<file path="config.mk">
export PLATFORM = sky130hd
export DESIGN_NAME = spi_sipo_rx
export DESIGN_NICKNAME = d
export VERILOG_FILES = /design/src/rtl/spi_pkg.sv /design/src/rtl/spi_bit_counter.sv /design/src/rtl/spi_sipo_rx.sv
export SDC_FILE = /design/constraint.sdc
export NUM_CORES = 1
export LEC_CHECK = 0
export CELL_PAD_IN_SITES_DETAIL_PLACEMENT = 1
export CELL_PAD_IN_SITES_GLOBAL_PLACEMENT = 2
export CORE_MARGIN = 2
export CORE_UTILIZATION = 35
export CTS_CLUSTER_DIAMETER = 120
export DETAILED_ROUTE_END_ITERATION = 10
export GPL_ROUTABILITY_DRIVEN = 0
export PLACE_DENSITY_LB_ADDON = 0.1
export RECOVER_POWER = 100
export SETUP_SLACK_MARGIN = 0.3
export SLEW_MARGIN = 30
export SYNTH_ARGS = -nofsm -noshare
export SYNTH_HDL_FRONTEND = slang
export SYNTH_HIERARCHICAL = 1
export SYNTH_SLANG_ARGS = --single-unit
</file>
<file path="constraint.sdc">
create_clock -name clk -period 2.38 [get_ports clk]
set_input_delay 0.714 -clock clk [delete_from_list [all_inputs] [get_ports clk]]
set_output_delay 0.714 -clock clk [all_outputs]
set_load 0.02 [all_outputs]
</file>
<file path="src/rtl/spi_pkg.sv">
// Shared SPI package: constants for the SPI transmitter and receiver, and the
// receiver FSM state encoding.
package spi_pkg;

    // Default word length, shared by the transmitter and the receiver
    localparam int SPI_LARGO_DEF = 8;

    localparam int SPI_TX_DIV_DEF  = 4;
    localparam bit SPI_TX_CPOL_DEF = 1'b0;
    localparam bit SPI_TX_CPHA_DEF = 1'b0;

    typedef enum logic {
        IDLE = 1'b0,
        RECV = 1'b1
    } rx_state_t;

    function automatic int cnt_width(input int largo);
        return (largo > 2) ? $clog2(largo) : 1;
    endfunction

endpackage

</file>
<file path="src/rtl/spi_bit_counter.sv">
// Bit counter for SPI frames: synchronous clear, increment, and a flag that
// marks the last bit position of the word.
module spi_bit_counter
    import spi_pkg::*;
#(
    parameter int LARGO = SPI_LARGO_DEF
) (
    input  logic i_clk,
    input  logic i_rst_n,
    input  logic i_load,
    input  logic i_inc,
    output logic o_tc
);

    localparam int CW = cnt_width(LARGO);
    localparam logic [CW-1:0] LAST = CW'(LARGO - 1);

    logic [CW-1:0] r_count;

    // Returns to zero after the last bit so the count never exceeds LARGO-1
    always_ff @(posedge i_clk or negedge i_rst_n) begin
        if (!i_rst_n) begin
            r_count <= '0;
        end else if (i_load) begin
            r_count <= '0;
        end else if (i_inc) begin
            r_count <= o_tc ? '0 : r_count + 1'b1;
        end
    end

    assign o_tc = (r_count == LAST);

endmodule

</file>
<file path="src/rtl/spi_sipo_rx.sv">
// SPI serial-in/parallel-out receiver: shifts DatIn on each ena strobe and
// hands completed words to a consumer through a valid/rd_ack holding register.
module spi_sipo_rx
    import spi_pkg::*;
#(
    parameter int LARGO     = SPI_LARGO_DEF,
    parameter bit MSB_FIRST = 1'b1
) (
    input  logic             clk,
    input  logic             rst,
    input  logic             start,
    input  logic             ena,
    input  logic             DatIn,
    input  logic             rd_ack,
    input  logic             clr_ovr,
    output logic [LARGO-1:0] DatOut,
    output logic             valid,
    output logic             busy,
    output logic             overrun
);

    rx_state_t        r_state;
    rx_state_t        w_next;
    logic [LARGO-1:0] r_sr;
    logic [LARGO-1:0] w_srShift;
    logic [LARGO-1:0] r_datOut;
    logic             r_valid;
    logic             r_overrun;
    logic             w_sample;
    logic             w_tc;
    logic             w_done;
    logic             w_drop;

    // start has priority over ena, so a strobe in the start cycle is ignored
    assign w_sample = (r_state == RECV) && ena && !start;
    assign w_done   = w_sample && w_tc;
    assign w_drop   = w_done && r_valid && !rd_ack;

    spi_bit_counter #(
        .LARGO (LARGO)
    ) u_bit_counter (
        .i_clk   (clk),
        .i_rst_n (rst),
        .i_load  (start),
        .i_inc   (w_sample),
        .o_tc    (w_tc)
    );

    always_comb begin
        w_srShift = r_sr;
        if (MSB_FIRST) begin
            w_srShift = {r_sr[LARGO-2:0], DatIn};
        end else begin
            w_srShift = {DatIn, r_sr[LARGO-1:1]};
        end
    end

    always_ff @(posedge clk or negedge rst) begin
        if (!rst) begin
            r_state <= IDLE;
        end else begin
            r_state <= w_next;
        end
    end

    always_comb begin
        w_next = r_state;
        if (start) begin
            w_next = RECV;
        end else if (w_done) begin
            w_next = IDLE;
        end
    end

    always_ff @(posedge clk or negedge rst) begin
        if (!rst) begin
            r_sr <= '0;
        end else if (start) begin
            r_sr <= '0;
        end else if (w_sample) begin
            r_sr <= w_srShift;
        end
    end

    // A word completing alongside rd_ack replaces the one being acknowledged
    always_ff @(posedge clk or negedge rst) begin
        if (!rst) begin
            r_datOut  <= '0;
            r_valid   <= 1'b0;
            r_overrun <= 1'b0;
        end else begin
            if (w_done && (!r_valid || rd_ack)) begin
                r_datOut <= w_srShift;
                r_valid  <= 1'b1;
            end else if (rd_ack) begin
                r_valid <= 1'b0;
            end

            if (w_drop) begin
                r_overrun <= 1'b1;
            end else if (clr_ovr) begin
                r_overrun <= 1'b0;
            end
        end
    end

    assign DatOut  = r_datOut;
    assign valid   = r_valid;
    assign overrun = r_overrun;
    assign busy    = (r_state == RECV);

endmodule
</file>
==> run_results.csv <==
group,metric,value,unit
outcome,status,"finished, final reports clean",
setup_path,cpMaxStageDelayCell,"dlygate4sd3_1",
global_route,grt_usage,13.5,%
yosys,synth.distinct_cells,18,
global_route,grt_pass1_wl,2.84,mm
yosys,synth_area,911,um2
final_layout,areaGrowthSynthToFinish,22.3,%
final_layout,fin_util,44.9,%
yosys,postSynthAreaPerCell,12.5,um2
timing,max_freq,0.488,GHz
timing,relSlewSlack,26.4,%
final_layout,layout-drive-gt1-share,16.5,%
setup_path,path_max_fanout,2,
timing,timing.final.hold_violations,0,
clock_tree,cts_resized,0,
pwr,power.density,502,mW/mm2
clock_tree,ctsHtreeMaxLevel,1,
floorplanning,start_util,36.8,%
timing,finalSetupViolCount,0,
setup_path,crit_required,1.67,ns
drt,post_drt_wl_per_cell,12.8,um
pwr,power.switching,119,uW
clock_tree,clk_pin_slew_worst_paths,0.11,ns
drt,drc,0,
min_path,min_path_type,"reg -> reg",
drt,drt-pass1-iter-count,4,
timing,rsz0062_at_grt,"no",
pwr,power_frac_seq,64.8,%
global_route,grt_pass1_vias,613,
global_route,grt-ovfl-total,0,
run,max_cap_violations,0,
final_layout,fin_nets,107,
floorplanning,dieArea,0.00303,mm2
setup_path,critPathLaunchType,"register",
pwr,vdd_drop_max,0.366,mV
floorplanning,dieWidth,55.0,um
pwr,clock_power_share,28.8,%
setup_path,cpPeakStageDelay,0.65,ns
clock_tree,post_cts_buffers,0,
place,io_buffers,17,
global_route,grt_max_degree,22,
setup_path,end_kind,"output pin",
final_layout,n_antenna_cell,0,
yosys,ys.warnings.count,6,
clock_tree,hold_buffers,0,
pwr,internal-power,441,uW
setup_path,worstSetupPathType,"reg -> out",
timing,final.setup_skew,0.00739,ns
timing,finalMaxSlewViolations,0,
clock_tree,cts_tree,"built",
clock_tree,clock_latency,0.29,ns
floorplanning,core_area,0.00248,mm2
place,dp_hpwl,1.16,mm
setup_path,worst-path-buf-inv,1,
drt,ant_nets,0,
yosys,synth.yosys.seq_area_share,57.7,%
timing,period_share,86.1,%
pwr,comb_power_share,6.4,%
setup_path,critPathTopFamily,"buffers and inverters",
setup_path,worstPathArrival,1.34,ns
clock_tree,clock_path_buffers,2,
timing,fin_crit,2.05,ns
global_route,antenna_found_initial,0,
floorplanning,num_rows,18,
drt,vias_per_cell,4.87,
drt,postRouteWirelength,1.63,mm
floorplanning,die_h,55.0,um
timing,worst_pin_slew,1.10,ns
clock_tree,clock_sinks,21,
yosys,synth_fp_nets,82,
timing,setup_tns,0,ns
setup_path,worstPathCellList,"dlygate4sd3_1",
pwr,switching_share,21.2,%
clock_tree,root_buffer,"clkbuf_4",
drt,vias,619,
pwr,p_leak,0.536,nW
floorplanning,io_pins,18,
yosys,synth_cells,73,
drt,drt_iter0_drc,3,
yosys,synth-seq-cells,21,
clock_tree,cts_inserted_buffers,3,
==> metal layers <==
layer | global-route usage [%] | share of wire, %
met5 | 0 | 0
met2 | 21.0 | 48
met4 | 6.10 | 0.80
met1 | 18.2 | 47
met3 | 2.69 | 4.3
==> cells in the final DEF, fill, tap and decap left out, types with 4 or more instances in the layout <==
cell type and count:
clkbuf_1 5, nand3_1 7, a21oi_1 8, nand2_1 10, dlygate4sd3_1 13, clkdlybuf4s50_1 4
dfrtp_1 21, mux2_2 8
==> final cells by class <==
class / instances / area [um2]
Fill cell: 278 / 1360
Tap cell: 30 / 37.5
Inverter: 1 / 3.75
Timing Repair Buffer: 24 / 208
Sequential cell: 21 / 526
Multi-Input combinational cell: 47 / 313
Clock buffer: 4 / 26.3
==> final timing paths <==
| kind | from | to | slack (ns) | depth (start not counted) |
|---|---|---|---|---|
| min in group asynchronous | rst | overrun | 1.14 | 2 |
| worst max register to register | u_bit_counter/r_count[0] | DatOut[5] | 0.69 | 6 |
| worst max-delay path | DatOut[1] | DatOut[1] | 0.33 | 1 |
| max in group asynchronous | rst | DatOut[2] | 0.57 | 2 |
| worst min register to register | DatOut[6] | DatOut[6] | 0.51 | 1 |
| worst min-delay path | DatOut[6] | DatOut[6] | 0.51 | 1 |
==> power by group through the flow <==
stage / Sequential (mW) / Clock [mW] / Combinational [mW]
CTS: 0.363 / 0.175 / 0.0428
floorplan: 0.369 / 0 / 0.0180
detailed placement: 0.370 / 0 / 0.0427
global route: 0.363 / 0.190 / 0.0410
global placement: 0.370 / 0 / 0.0423
finish: 0.363 / 0.161 / 0.0357
==> cell families (layout without fill, tap and decap cells) <==
| kind of cell | after synthesis | in the layout | share of synthesized area, % |
|---|---|---|---|
| flops | 21 | 21 | 57.7 |
| mux | 10 | 10 | 12.1 |
| simple gates | 25 | 25 | 15.1 |
| buf+inv | 5 | 29 | 5.91 |
| fa+ha+maj | 2 | 2 | 2.75 |
| compound gates | 10 | 10 | 6.46 |
==> through the flow <==
step	area, um2	hold WS [ns]	setup slack [ns]	total power [mW]	cells
floorplan	911	0.418	0.606	0.387	73
global placement	1120	0.491	0.243	0.412	123
detailed placement	1120	0.497	0.215	0.412	123
CTS	1150	0.526	0.376	0.581	127
global route	1110	0.539	0.266	0.594	127
finish	1110	0.514	0.330	0.559	127
==> cells in the mapped netlist <==
cell type | number | share of area [%]
a21o_2 | 1 | 0.96
a21oi_1 | 7 | 3.8
a21oi_2 | 1 | 0.96
buf_6 | 2 | 2.5
clkbuf_8 | 2 | 3.0
dfrtp_1 | 21 | 58
ha_1 | 2 | 2.7
inv_1 | 1 | 0.41
mux2_2 | 8 | 9.9
mux2i_1 | 2 | 2.2
nand2_1 | 10 | 4.1
nand2b_1 | 2 | 1.4
nand3_1 | 7 | 3.8
nand4b_4 | 1 | 2.6
nor2_1 | 3 | 1.2
nor2b_2 | 1 | 0.96
o22ai_1 | 1 | 0.69
or3b_1 | 1 | 0.96
==> registers in the layout (all words and copies together) (netlist names) <==
name / count
DatOut: 8
u_bit_counter/r_count: 3
valid: 1
busy: 1
r_sr: 7
overrun: 1
No activity file was read; power rests on OpenSTA's default activity.
